==> src/rtl/proc_pkg.sv <==
// proc_pkg
// Shared definitions for the bus-based processor control path.
//   OP_*     : 3-bit opcode constants (101..111 are reserved and run as NOP)
//   step_t   : control step enumeration T0..T3
//   MUX_G    : bus-select bit index of the G register
//   MUX_DIN  : bus-select bit index of the external DIN word
package proc_pkg;

  localparam logic [2:0] OP_MV   = 3'b000;
  localparam logic [2:0] OP_MVI  = 3'b001;
  localparam logic [2:0] OP_ADD  = 3'b010;
  localparam logic [2:0] OP_SUB  = 3'b011;
  localparam logic [2:0] OP_MVNZ = 3'b100;

  typedef enum logic [1:0] {
    T0 = 2'd0,
    T1 = 2'd1,
    T2 = 2'd2,
    T3 = 2'd3
  } step_t;

  // The bus select vector places the general registers first, then G, then DIN.
  function automatic int MUX_G(input int num_regs);
    return num_regs;
  endfunction

  function automatic int MUX_DIN(input int num_regs);
    return num_regs + 1;
  endfunction

endpackage

==> src/rtl/onehot_decoder.sv <==
// onehot_decoder
// Binary-to-one-hot decoder with enable.
//   SEL    in  IN_W       binary index
//   EN     in  1          when 0 the output is all zero
//   ONEHOT out 2**IN_W    one-hot image of SEL
module onehot_decoder #(
  parameter int IN_W = 3
) (
  input  logic [IN_W-1:0]      SEL,
  input  logic                 EN,
  output logic [(1<<IN_W)-1:0] ONEHOT
);

  always_comb begin
    ONEHOT = '0;
    if (EN) ONEHOT[SEL] = 1'b1;
  end

endmodule

==> src/rtl/proc_control_unit.sv <==
// proc_control_unit
// Four-step control sequencer for the simple bus-based processor. Fetches on
// RUN in T0, then decodes IRLINE to drive the bus mux, register loads, the
// A/G accumulator loads and the add/subtract mode. Outputs are a
// combinational decode of the current step and the instruction.
//   CLOCK        in  1            rising-edge clock
//   RESET        in  1            synchronous active-high reset
//   RUN          in  1            start request, honoured in T0 only
//   ZFLAG        in  1            G == 0, consulted by mvnz in T1
//   IRLINE       in  IR_W         {opcode, X, Y}
//   MUXLINE      out NUM_REGS+2   one-hot bus select {DIN, G, R[n-1..0]}
//   REGSELECTORS out NUM_REGS     one-hot general register load enable
//   IREN         out 1            IR load enable
//   AEN          out 1            A load enable
//   GEN          out 1            G load enable
//   ADDSUB       out 1            0 add, 1 subtract (valid with GEN)
//   DONE         out 1            last step of the instruction
//   STEP         out 2            current step for debug
module proc_control_unit
  import proc_pkg::*;
#(
  parameter int NUM_REGS = 8,
  parameter int RSEL_W   = $clog2(NUM_REGS),
  parameter int IR_W     = 3 + 2 * RSEL_W
) (
  input  logic                CLOCK,
  input  logic                RESET,
  input  logic                RUN,
  input  logic                ZFLAG,
  input  logic [IR_W-1:0]     IRLINE,
  output logic [NUM_REGS+1:0] MUXLINE,
  output logic [NUM_REGS-1:0] REGSELECTORS,
  output logic                IREN,
  output logic                AEN,
  output logic                GEN,
  output logic                ADDSUB,
  output logic                DONE,
  output logic [1:0]          STEP
);

  localparam int G_IDX   = MUX_G(NUM_REGS);
  localparam int DIN_IDX = MUX_DIN(NUM_REGS);

  step_t step;

  logic [2:0]          opcode;
  logic [RSEL_W-1:0]   xfield;
  logic [RSEL_W-1:0]   yfield;
  logic [NUM_REGS-1:0] xsel;
  logic [NUM_REGS-1:0] ysel;
  logic                is_arith;

  assign opcode   = IRLINE[IR_W-1 -: 3];
  assign xfield   = IRLINE[2*RSEL_W-1 -: RSEL_W];
  assign yfield   = IRLINE[RSEL_W-1:0];
  assign is_arith = (opcode == OP_ADD) || (opcode == OP_SUB);

  // Decoders are disabled during reset so no register select can leak out.
  onehot_decoder #(.IN_W(RSEL_W)) u_xdec (
    .SEL    (xfield),
    .EN     (~RESET),
    .ONEHOT (xsel)
  );

  onehot_decoder #(.IN_W(RSEL_W)) u_ydec (
    .SEL    (yfield),
    .EN     (~RESET),
    .ONEHOT (ysel)
  );

  // Step register: only add/sub continue past T1.
  always_ff @(posedge CLOCK) begin
    if (RESET) begin
      step <= T0;
    end else begin
      case (step)
        T0:      step <= RUN ? T1 : T0;
        T1:      step <= is_arith ? T2 : T0;
        T2:      step <= T3;
        T3:      step <= T0;
        default: step <= T0;
      endcase
    end
  end

  // Output decode of step and instruction; RESET overrides everything.
  always_comb begin
    MUXLINE      = '0;
    REGSELECTORS = '0;
    IREN         = 1'b0;
    AEN          = 1'b0;
    GEN          = 1'b0;
    ADDSUB       = 1'b0;
    DONE         = 1'b0;
    if (!RESET) begin
      case (step)
        T0: begin
          if (RUN) begin
            IREN             = 1'b1;
            MUXLINE[DIN_IDX] = 1'b1;
          end
        end
        T1: begin
          case (opcode)
            OP_MV: begin
              MUXLINE[NUM_REGS-1:0] = ysel;
              REGSELECTORS          = xsel;
              DONE                  = 1'b1;
            end
            OP_MVI: begin
              MUXLINE[DIN_IDX] = 1'b1;
              REGSELECTORS     = xsel;
              DONE             = 1'b1;
            end
            OP_ADD, OP_SUB: begin
              MUXLINE[NUM_REGS-1:0] = xsel;
              AEN                   = 1'b1;
            end
            OP_MVNZ: begin
              // A set zero flag turns the move into a plain completion.
              if (!ZFLAG) begin
                MUXLINE[NUM_REGS-1:0] = ysel;
                REGSELECTORS          = xsel;
              end
              DONE = 1'b1;
            end
            default: DONE = 1'b1;
          endcase
        end
        T2: begin
          MUXLINE[NUM_REGS-1:0] = ysel;
          GEN                   = 1'b1;
          ADDSUB                = opcode[0];
        end
        T3: begin
          MUXLINE[G_IDX] = 1'b1;
          REGSELECTORS   = xsel;
          DONE           = 1'b1;
        end
        default: ;
      endcase
    end
  end

  assign STEP = RESET ? 2'b00 : step;

endmodule

==> config.mk <==
export PLATFORM = sky130hd
export DESIGN_NAME = proc_control_unit
export DESIGN_NICKNAME = d
export VERILOG_FILES = /design/src/rtl/proc_pkg.sv /design/src/rtl/onehot_decoder.sv /design/src/rtl/proc_control_unit.sv
export SDC_FILE = /design/constraint.sdc
export NUM_CORES = 1
export LEC_CHECK = 0
export CORE_AREA = 2 2 42 44
export CTS_BUF_LIST = sky130_fd_sc_hd__clkbuf_4 sky130_fd_sc_hd__clkbuf_8 sky130_fd_sc_hd__clkbuf_16
export CTS_CLUSTER_SIZE = 12
export DETAILED_ROUTE_END_ITERATION = 16
export DIE_AREA = 0 0 44 46
export DONT_BUFFER_PORTS = 1
export SLEW_MARGIN = 0
export SYNTH_ARGS = -nofsm -noshare
export SYNTH_HDL_FRONTEND = slang
export SYNTH_HIERARCHICAL = 1
export SYNTH_SLANG_ARGS = --single-unit
==> constraint.sdc <==
create_clock -name CLOCK -period 2.25 [get_ports CLOCK]
set_clock_uncertainty 0.15 [all_clocks]
set_input_delay 0.3375 -clock CLOCK [delete_from_list [all_inputs] [get_ports CLOCK]]
set_output_delay 0.3375 -clock CLOCK [all_outputs]
set_load 0.1 [all_outputs]
==> run summary <==
======================================================================================================
Share of total power in combinational logic .............................................        51.1%
Max stage delay cell, worst path ........................................................ sky130_fd_sc_hd__dfxtp_2
Minimum period implied by the final worst setup slack ...................................      2.28 ns
Number of H-tree levels .................................................................            1
Fraction of post-synthesis cell area in the top cell type by area .......................        9.64%
Non-filler cells in the finished layout .................................................          140
Origin of the worst min-delay path ......................................................        RESET
Core region area ........................................................................ 0.00161 mm^2
Worst Max-Slew Pin Slew .................................................................     0.454 ns
Via-to-Cell Ratio .......................................................................         6.48
Clock power share .......................................................................        32.9%
Crit path buffers/inverters .............................................................            3
Crit path capture type ..................................................................   output pin
Global-route wire length before repair ..................................................      3840 um
Top post-synthesis cells by area ........................................................ sky130_fd_sc_hd__a32oi_1 (9.6%), sky130_fd_sc_hd__nor3b_1 (8.3%), sky130_fd_sc_hd__and2_1 (7.7%), sky130_fd_sc_hd__and4bb_1 (6.9%), sky130_fd_sc_hd__ha_1 (6.9%)
Number of global-route vias before repair ...............................................          833
Design internal power ...................................................................       148 uW
Number of endpoints with negative hold slack in the final report ........................            0
Total wire length after detailed routing ................................................      2800 um
Layout fillers ..........................................................................           62
Slew margin rel. ........................................................................        69.6%
Remaining design rule violation count ...................................................            0
Height of the die .......................................................................        46 um
Mean routed wirelength per cell .........................................................      20.0 um
Net Sw Power ............................................................................      96.2 uW
Synthesis warning total .................................................................            6
Synth unique cells ......................................................................           28
Initial antenna violation count .........................................................            0
Top cell type by total area after synthesis ............................................. sky130_fd_sc_hd__a32oi_1
Top achievable clock speed ..............................................................      438 MHz
Max Buffers Root-to-Sink ................................................................            2
Nets ....................................................................................          142
Clock transition at the register clock pins on the worst setup and hold paths after CTS .      0.03 ns
Portion of the post-synthesis area used by sequential elements ..........................        5.51%
Switching power as a share of total power ...............................................        39.5%
Antenna Cells ...........................................................................            0
Fin crit share ..........................................................................         101%
Antenna-violating nets left .............................................................            0
Number of setup violations in the final report ..........................................            1
Number of vias in the routed layout .....................................................          907
Final worst-path setup slack ............................................................   -0.0331 ns
Remaining global-route overflow .........................................................            0
Failing checks .......................................................................... setup timing
Area overhead of the layout relative to synthesis .......................................        97.4%
Die width ...............................................................................        44 um
Sequential Power Share ..................................................................        16.0%
Run status .............................................................................. complete, but fails checks
DRC marker count from the first detailed-route iteration ................................           22
Pin count of the biggest net entering global routing ....................................           20
Post-Syn Area per Cell ..................................................................    7.99 um^2
Quantity of hold-fixing buffers added after cts .........................................            0
Max Cap Violations ......................................................................            0
Final weighted congestion in routability-driven placement ...............................        0.758
Cell breakdown of the critical path ..................................................... inv_2 > buf_4 > ha_4 > and2_1 > a32oi_1 > nand2_2 > buf_12
Clock buffer count from CTS .............................................................            3
Crit start category .....................................................................         flop
Combined global-route utilization of all metal layers ...................................        25.8%
Power Total .............................................................................       244 uW
Flip-flop and latch area ................................................................    42.5 um^2
Critical path class .....................................................................   reg -> out
TritonCTS Sinks .........................................................................            2
Initial Util ............................................................................        45.0%
Total die area .......................................................................... 0.00202 mm^2
Leakage power summed over all cells .....................................................     0.641 nW
Port buffer count .......................................................................            0
Clock root cell ......................................................................... sky130_fd_sc_hd__clkbuf_4
Synthesized netlist net count ...........................................................          108
Insertion delay to the later sink of the worst-skew pair ................................      0.23 ns
Count of final max-slew check failures ..................................................            0
Worst Path Required .....................................................................      1.76 ns
Mapped cell area ........................................................................     727 um^2
Final HPWL from detailed placement ......................................................      1790 um
IR drop worst, VDD ......................................................................     0.282 mV
TritonRoute pass-1 iters ................................................................            4
Critical-path maximum fanout ............................................................           14
Class of the tightest hold or removal check .............................................    in -> reg
Multi-input combinational cell area .....................................................     867 um^2
Worst Path Arrival ......................................................................      1.80 ns
Unrepaired setup endpoints after global routing .........................................         true
Slowest stage delay, CP .................................................................      0.34 ns
Fraction of final layout cells sized beyond drive strength 1 ............................        70.7%
Dpl cells ...............................................................................          130
Count of pins on the block boundary .....................................................           38
Synth Register Bits .....................................................................            2
Count of mapped cells out of synthesis ..................................................           91
Site Rows ...............................................................................           15
Power density over the cells ............................................................  170 mW/mm^2
TritonCTS clock tree ....................................................................        built
CP top delay family ..................................................................... buffers and inverters
======================================================================================================
-- through the flow --
stage                     TNS (ns)  instance area, um^2  setup slack [ns]  hold WS [ns]  util [%]
after floorplan              -1.22                  865            -0.168         0.426         -
after global placement           0                 1240            0.0236         0.299      76.9
after detailed placement    -0.280                 1240           -0.0544         0.298      76.9
after CTS                        0                 1360            0.0145        0.0547      84.4
after global routing        -0.223                 1440            -0.101        0.0625      88.9
final                      -0.0331                 1440           -0.0331        0.0611      88.9
-- synthesized netlist by cell type (all sizes together) --
cell    instances
nor2b           3
o21ai           1
ha              4
clkbuf          1
and4b           6
and4            2
nand3           8
nor2            5
nand2b          1
nor4bb          1
a32oi           8
nand2           9
and4bb          6
dfxtp           2
a21oi           3
mux2            1
buf             4
inv             4
o22ai           1
a31o            1
nor4b           2
and2            9
nor3b           9
-- layout make-up --
type | instances | area share [%]
Clock buffer | 3 | 1.57
Timing Repair Buffer | 34 | 32.5
Tap cell | 17 | 1.48
Inverter | 4 | 1.05
Sequential cell | 2 | 2.96
Multi-Input combinational cell | 80 | 60.4
-- power groups by stage --
stage,Sequential [mW],Clock (mW),Combinational [mW]
after floorplan,0.0382,0,0.0918
after global placement,0.0384,0,0.0998
after detailed placement,0.0385,0,0.103
after CTS,0.0384,0.0820,0.113
after global routing,0.0390,0.0838,0.129
final,0.0389,0.0802,0.125
-- per-layer routing --
| layer | track usage (%) | routed length [um] |
|---|---|---|
| met4 | 7.27 | 81 |
| met1 | 28.7 | 1070 |
| met5 | 0 | 0 |
| met2 | 49.4 | 1560 |
| met3 | 4.76 | 90 |
-- logic make-up after synthesis --
family	count (synthesis)	share of synthesized area (%)
flip-flops	2	5.51
multiplexers	1	1.55
AO/OA/AOI/OAI	14	15.0
buffers and inverters	9	7.57
adder cells (fa/ha/maj)	4	6.88
AND/OR/NAND/NOR	61	63.5
-- worst register-to-register path, cell delays in order, from the launching register on --
cell                       delay (ns)
sky130_fd_sc_hd__dfxtp_2         0.34
sky130_fd_sc_hd__inv_2           0.06
sky130_fd_sc_hd__ha_4            0.16
sky130_fd_sc_hd__buf_6           0.12
sky130_fd_sc_hd__nor4bb_4        0.16
sky130_fd_sc_hd__buf_6           0.14
sky130_fd_sc_hd__buf_4           0.13
sky130_fd_sc_hd__buf_4           0.13
sky130_fd_sc_hd__mux2_2          0.25
-- final timing paths --
check | slack, ns | to | cells after the start
min | 0.06 | step[0]$_SDFF_PP0_ | 1
max | -0.03 | MUXLINE[7] | 7
max reg2reg | 0.52 | flop | 8
min reg2reg | 0.57 | flop | 2
-- layout by cell type, fill, tap and decap left out, types with 2 or more instances in the layout --
cell type and instances:
sky130_fd_sc_hd__and4bb_1 4, sky130_fd_sc_hd__nor2_2 3, sky130_fd_sc_hd__nor3b_4 8, sky130_fd_sc_hd__and2_1 7
sky130_fd_sc_hd__a21oi_1 2, sky130_fd_sc_hd__clkbuf_4 3, sky130_fd_sc_hd__and2_4 2, sky130_fd_sc_hd__inv_1 2
sky130_fd_sc_hd__and4bb_2 2, sky130_fd_sc_hd__buf_4 15, sky130_fd_sc_hd__and4b_1 2, sky130_fd_sc_hd__and4b_2 4
sky130_fd_sc_hd__dfxtp_2 2, sky130_fd_sc_hd__ha_4 2, sky130_fd_sc_hd__a32oi_1 4, sky130_fd_sc_hd__nand3_1 8
sky130_fd_sc_hd__and4_2 2, sky130_fd_sc_hd__nor2b_2 2, sky130_fd_sc_hd__a32oi_2 3, sky130_fd_sc_hd__nor4b_2 2
sky130_fd_sc_hd__nand2_2 6, sky130_fd_sc_hd__buf_12 16, sky130_fd_sc_hd__ha_1 2, sky130_fd_sc_hd__buf_6 3
sky130_fd_sc_hd__inv_2 2
-- what timing repair did --
action / 4_1_cts / 5_1_grt
setup buffers: 3 / 3
endpoints found under the setup margin: 16 / 16
cloned: 1 / 0
resized for setup: 13 / 8
hold endpoints to repair: 0 / 0
pin swaps: 5 / 10
No activity file was read; power rests on OpenSTA's default activity.
